`src/rtl/logic_gate_unit.sv`:
```
// Registered WIDTH-bit bitwise logic unit with selectable op,
// valid/ready handshakes and a DEPTH-entry result FIFO.
module logic_gate_unit #(
   parameter int WIDTH = 8,
   parameter int DEPTH = 4
) (
   input  logic                     clk,
   input  logic                     rst,
   input  logic                     in_valid,
   output logic                     in_ready,
   input  logic [2:0]               in_op,
   input  logic [WIDTH-1:0]         in_a,
   input  logic [WIDTH-1:0]         in_b,
   output logic                     out_valid,
   input  logic                     out_ready,
   output logic [WIDTH-1:0]         out,
   output logic                     out_zero,
   output logic                     out_parity,
   output logic [$clog2(DEPTH):0]   level
);

   localparam int AW = $clog2(DEPTH);
   localparam int EW = WIDTH + 2;

   if (DEPTH < 2 || (DEPTH & (DEPTH - 1)) != 0) begin : g_depth_chk
      $error("logic_gate_unit: DEPTH must be a power of two >= 2");
   end

   logic [EW-1:0]    mem_q [DEPTH];
   logic [AW-1:0]    wptr_q, wptr_d;
   logic [AW-1:0]    rptr_q, rptr_d;
   logic [AW:0]      level_q, level_d;
   logic [WIDTH-1:0] res;
   logic [EW-1:0]    head;
   logic             push, pop;

   always_comb begin
      res = '0;
      case (in_op)
         3'd0: res = in_a & in_b;
         3'd1: res = in_a | in_b;
         3'd2: res = in_a ^ in_b;
         3'd3: res = ~(in_a ^ in_b);
         3'd4: res = ~(in_a & in_b);
         3'd5: res = ~(in_a | in_b);
         3'd6: res = ~in_a;
         3'd7: res = in_a;
         default: res = '0;
      endcase
   end

   // Handshakes look only at registered occupancy, never at the other side.
   assign in_ready  = (level_q != DEPTH[AW:0]);
   assign out_valid = (level_q != '0);
   assign push      = in_valid & in_ready;
   assign pop       = out_valid & out_ready;

   always_comb begin
      wptr_d  = wptr_q;
      rptr_d  = rptr_q;
      level_d = level_q;
      if (push) wptr_d = wptr_q + 1'b1;
      if (pop)  rptr_d = rptr_q + 1'b1;
      if (push && !pop)      level_d = level_q + 1'b1;
      else if (pop && !push) level_d = level_q - 1'b1;
   end

   always_ff @(posedge clk or posedge rst) begin
      if (rst) begin
         wptr_q  <= '0;
         rptr_q  <= '0;
         level_q <= '0;
      end else begin
         wptr_q  <= wptr_d;
         rptr_q  <= rptr_d;
         level_q <= level_d;
      end
   end

   always_ff @(posedge clk) begin
      if (push) mem_q[wptr_q] <= {res, (res == '0), ^res};
   end

   assign head       = out_valid ? mem_q[rptr_q] : '0;
   assign out        = head[EW-1:2];
   assign out_zero   = head[1];
   assign out_parity = head[0];
   assign level      = level_q;

endmodule

```
`config.mk`:
```
export PLATFORM = sky130hd
export DESIGN_NAME = logic_gate_unit
export DESIGN_NICKNAME = d
export VERILOG_FILES = /design/src/rtl/logic_gate_unit.sv
export SDC_FILE = /design/constraint.sdc
export NUM_CORES = 1
export LEC_CHECK = 0
export CAP_MARGIN = 40
export CELL_PAD_IN_SITES_DETAIL_PLACEMENT = 1
export CELL_PAD_IN_SITES_GLOBAL_PLACEMENT = 2
export CORE_MARGIN = 3
export CORE_UTILIZATION = 38
export DETAILED_ROUTE_END_ITERATION = 12
export PLACE_DENSITY_LB_ADDON = 0.3
export RECOVER_POWER = 50
export SKIP_CTS_REPAIR_TIMING = 1
export SKIP_LAST_GASP = 1
export SLEW_MARGIN = 0
export SYNTH_ARGS = -nofsm -noshare
export SYNTH_HDL_FRONTEND = slang
export SYNTH_SLANG_ARGS = --single-unit
```
`constraint.sdc`:
```
create_clock -name clk -period 2.3 [get_ports clk]
set_clock_uncertainty 0.05 [all_clocks]
set_input_delay 0.69 -clock clk [delete_from_list [all_inputs] [get_ports clk]]
set_output_delay 0.69 -clock clk [all_outputs]
set_load 0.01 [all_outputs]
```
=== Yosys cells after proc, flatten, opt, wreduce, memory -nomap -nowiden ===
Memory sizes are Yosys's and may differ from the RTL's.
Index checks and enable logic that the tools add are counted.

* Bits in registers: 7
* Logic and storage cells: 40
* Memories kept: 1
* Memory bits (writable): 40
* Output and inout bits: 15
* Bits of input ports: 23

* Bitwise operators: 9
* Add/subtract/negate cells: 4
* Muxes and demuxes: 6
* Equality and inequality tests: 8
* Reduce and logical (&&, ||, !) cells: 9

{| class="wikitable"
|+ Memory list
! memory !! words !! bits a word !! rd ports !! clocked after memory_dff !! write ports !! RTL line !! text
|-
| mem_q || 4 || 10 || 1 || 0 || 1 || 29 || <nowiki>logic [EW-1:0] mem_q [DEPTH];</nowiki>
|}

{| class="wikitable"
|+ Operators with widths
! operator !! count
|-
| 8-bit one-hot mux with 8 select lines || 1
|-
| 8-bit NOT || 4
|-
| 3-bit equality test, second input constant || 4
|-
| 10-bit two-way mux || 1
|-
| 8-bit bitwise AND || 1
|-
| 8-bit zero test || 1
|-
| 8-bit OR || 1
|-
| 8-bit XOR reduction || 1
|-
| 8-bit bitwise XOR || 1
|-
| 3-bit by 2-bit equality test with 1-bit output, second input constant || 2
|-
| 3-bit two-way mux || 2
|-
| 2-bit by 1-bit adder with 2-bit output, second input constant || 2
|-
| 3-bit by 1-bit adder with 3-bit output, second input constant || 1
|-
| 3-bit by 1-bit equality test with 1-bit output, second input constant || 1
|-
| 3-bit zero test || 1
|-
| 3-bit inequality test, second input constant || 1
|-
| 3-bit nonzero test || 1
|-
| 3-bit by 1-bit subtractor with 3-bit output, second input constant || 1
|-
| 1-bit bitwise AND || 2
|-
| 1-bit logical AND || 2
|-
| 1-bit zero test || 2
|-
| 1-bit two-way mux || 2
|-
| 2-bit nonzero test || 1
|}

=== Logic depth before layout (Yosys ltp) ===
* Depth in word-level cells: 6
* Mapped depth: 9
* Mapped depth without buffers: 9

=== Least setup slack after synthesis ===
Ideal clock, no wire load.

* Path type: input to register
* Start: input in_a[2]
* End: memory mem_q[0][0] in the netlist's numbering, data pin
* Buffers on the path: 0
* Library setup time: 0.273 ns
* Required time: 1.977 ns
* Stages on the path: 9
* Arrival time: 2.395 ns
* Path slack: -0.418 ns
* Path through: inv_1 ha_1 mux2_4 a211oi_2 o211ai_1 a221oi_1 ha_1 xnor2_1 xnor2_1

* Longest elaborated chain between the ends: 4
* Elaborated cells between the ends (all ways): 9
* Those cells by class: mux: 1; bitwise: 7; reduce/logical: 1

{| class="wikitable"
|+ Ends and longest elaborated chain
! what !! RTL line !! text
|-
| start, declared || 12 || <nowiki>input logic [WIDTH-1:0] in_a,</nowiki>
|-
| 8-bit OR (tied with other cells) || 41, 45 ||
|-
| 8-bit NOT (on tied branches) || 45, 43, 44 ||
|-
| 8-bit one-hot mux with 8 select lines * || 39 || <nowiki>case (in_op)</nowiki>
|-
| 8-bit XOR reduction * || 81 || <nowiki>if (push) mem_q[wptr_q] <= {res, (res == '0), ^res};</nowiki>
|-
| end, declared || 29 ||
|}

Mark *: on every way between the ends. The rest lies on a longest branch, timed or not.

=== Worst setup path in the final report ===
* Start: input in_b[2]
* End: memory mem_q[1][0] in the netlist's numbering, data pin

* Longest elaborated chain between the ends: 4
* Elaborated cells between the ends (all ways): 8
* Those cells by class: mux: 1; bitwise: 6; reduce/logical: 1

{| class="wikitable"
|+ Ends and longest elaborated chain
! what !! RTL line !! text
|-
| start, declared || 13 || <nowiki>input logic [WIDTH-1:0] in_b,</nowiki>
|-
| 8-bit OR (tied with other cells) || 41, 45 ||
|-
| 8-bit NOT (on tied branches) || 45, 43, 44 ||
|-
| 8-bit one-hot mux with 8 select lines * || 39 ||
|-
| 8-bit XOR reduction * || 81 ||
|}

Marked as above.

==> results.py <==
metrics = {
    "timing": {
        "max_freq_mhz": 381,
        "slew_viol_final": 0,
        "setup_ws_ps": -327,
        "tightest_slew_ps": 671,
        "finalCriticalPeriod_ps": 2630,
        "setup_viol": 19,
        "slew_headroom": 0.553,
        "min_period_over_period": 1.14,
        "hold_violations": 0,
        "rsz0062_at_grt": "yes",
        "tns_ps": -3210,
    },
    "floorplanning": {
        "coreArea_mm2": 0.00777,
        "rows": 32,
        "die_h_um": 95.5,
        "die_x_um": 95.5,
        "die_area_mm2": 0.00912,
        "io_pins": 38,
        "initial_core_util": 0.392,
    },
    "synthesis": {
        "syn_area_per_cell_um2": 12.6,
        "synthCells": 242,
        "yosysTopAreaCell": "edfxtp_1",
        "synth_top_area_frac": 0.394,
        "synth.distinct_cells": 43,
        "async_reset_ff_frac": 0.149,
        "synth_common_cells": "edfxtp_1, inv_1, ha_1, xnor2_1, and2_1",
        "synth_nets": 291,
        "yosysSeqAreaShare": 0.452,
        "synth.cell_area_mm2": 0.00305,
        "synth_area_leaders": "edfxtp_1, ha_1, mux4_2",
        "yosysMostFrequentCell": "edfxtp_1",
        "yosys_warnings": 0,
        "synth-edff-count": 40,
        "ys_seq_elements": 47,
        "ys.flop_type": "edfxtp_1",
    },
    "worst_setup_path": {
        "worstPathRequired_ps": 2300,
        "crit_arrival_ps": 2620,
        "regToRegSetupSlack_ps": 20,
        "cp-start-kind": "primary input",
        "cp-end-kind": "flop",
        "cp_max_fo": 4,
        "critPathKind": "primary input to flop",
    },
    "final_layout": {
        "areaGrowthSynthToFinish_pct": 54.5,
        "nNetsFinal": 385,
        "drive_gt1_frac": 0.507,
        "num_antenna_cells": 0,
        "final_cells": 439,
    },
    "detailed_routing": {
        "wl_um": 8060,
        "drt_first_pass_iters": 4,
        "via_per_inst": 5.22,
        "drc_errors": 0,
        "ant_nets": 0,
        "first_iter_violations": 93,
        "vias": 2291,
        "wl_per_cell_um": 18.4,
    },
    "grt": {
        "grt_pass1_vias": 2350,
        "grt_util_all_layers": 0.164,
        "antenna_found_initial": 0,
        "overflow": 0,
        "grt_pass1_wl_um": 11400,
        "grt_max_degree": 15,
    },
    "power_and_ir_drop": {
        "ir_worst_vdd_uv": 372,
        "leakage_nw": 1.94,
        "powerDensity_mw_per_mm2": 871,
    },
    "placed_design": {
        "port_buffers": 37,
        "dp_hpwl_um": 5450,
        "place_ws_ps": -1240,
        "dp.cells": 421,
        "place.gp.congestion": 0.750,
    },
    "clock_network": {
        "clk_root_buffer_cell": "clkbuf_8",
        "cts.reportedPaths.clkPinSlew_ps": 80,
        "cts_tree": "built",
        "h-tree-depth": 2,
        "clock_path_buffers": 2,
        "clkLatencyLatePin_ps": 300,
        "cts_sinks": 47,
        "cts_inserted_buffers": 5,
    },
    "run_status": {
        "outcome": "finished, violations left",
        "violations": "setup timing",
    },
    "job": {
        "max_cap_violations": 0,
    },
    "worst_hold_path": {
        "hold_class": "flop to flop",
    },
}
-- per-stage QoR --
step                utilization  total power [mW]  hold WS, ps  area [um^2]
finish                    0.606              4.10          542         4710
global route              0.606              4.37          559         4710
CTS                       0.537              3.69          551         4170
detailed placement        0.527              3.22          531         4090
global placement          0.527              3.12          505         4090
floorplan                     -              2.33          443         3220
-- placed cells by master (no fill, tap or decap), types with 2 or more instances in the layout --
| cell type | n |
|---|---|
| edfxtp_1 | 40 |
| buf_2 | 3 |
| inv_2 | 8 |
| xor2_1 | 2 |
| clkdlybuf4s50_1 | 4 |
| clkbuf_8 | 5 |
| and2_4 | 8 |
| a21oi_4 | 6 |
| mux2i_1 | 2 |
| ha_4 | 11 |
| inv_1 | 24 |
| dlymetal6s2s_1 | 17 |
| ha_2 | 2 |
| or2_2 | 2 |
| mux4_2 | 10 |
| a311oi_2 | 3 |
| buf_4 | 39 |
| a311oi_1 | 3 |
| ha_1 | 12 |
| and2_1 | 3 |
| dlygate4sd3_1 | 2 |
| xnor2_2 | 2 |
| nor2_1 | 2 |
| a211oi_2 | 6 |
| clkbuf_1 | 5 |
| mux2_2 | 3 |
| buf_12 | 7 |
| clkbuf_2 | 4 |
| xnor2_1 | 11 |
| nand2_1 | 3 |
| a2111oi_4 | 6 |
| a311o_1 | 6 |
| a221oi_2 | 6 |
| dfrtp_1 | 6 |
| buf_6 | 17 |
| and3_1 | 4 |
| nor3_1 | 9 |
| nor3_4 | 6 |
| clkinv_1 | 2 |
-- flip-flops by register name, summed over array words and instances (netlist names) --
register / count
level: 3
mem_q: 40
rptr_q: 2
wptr_q: 2
-- worst max-delay path, cell delays in order --
cell and delay [ps]:
buf_12 90, inv_12 30, ha_4 140, mux2_4 280, a211oi_4 250, o211ai_1 170
a221oi_2 410, ha_4 280, xnor2_4 140, xnor2_2 150
-- where the power goes --
part	internal, mW	switching [mW]	leakage (nW)
clock	0.207	0.260	0.0403
sequential	1.21	0.0883	0.452
combinational	1.34	0.997	1.45
total	2.75	1.35	1.94
-- final timing paths --
check,start,to,cells after the start
max,in_b[2],mem_q[1][0]$_DFFE_PP_,10
min,level[2]$_DFFE_PP0P_,level[2]$_DFFE_PP0P_,2
max reg2reg,level[2]$_DFFE_PP0P_,level[2]$_DFFE_PP0P_,9
min reg2reg,level[2]$_DFFE_PP0P_,level[2]$_DFFE_PP0P_,2
max in group asynchronous,rst,rptr_q[0]$_DFFE_PP0P_,2
min in group asynchronous,rst,level[0]$_DFFE_PP0P_,2
-- cell type report --
class / instances / area, um^2
Fill cell: 761 / 3060
Multi-Input combinational cell: 147 / 1970
Sequential cell: 47 / 1380
Timing Repair Buffer: 100 / 995
Inverter: 35 / 154
Tap cell: 102 / 128
Clock buffer: 6 / 72.6
Clock inverter: 2 / 7.51
-- logic make-up after synthesis --
family / share of synthesized area
AO/OA/AOI/OAI: 0.131
XOR/XNOR: 0.0489
adder cells (fa/ha/maj): 0.109
buffers and inverters: 0.0666
flip-flops: 0.452
multiplexers: 0.0965
AND/OR/NAND/NOR: 0.0957
-- metal layers --
layer,track usage,part of all wire,up-vias
li1,-,-,1090
met1,0.196,0.40,1153
met2,0.295,0.55,37
met3,0.0253,0.024,11
met4,0.0616,0.021,0
met5,0,0,-
Power figures use the tool's default switching activity.
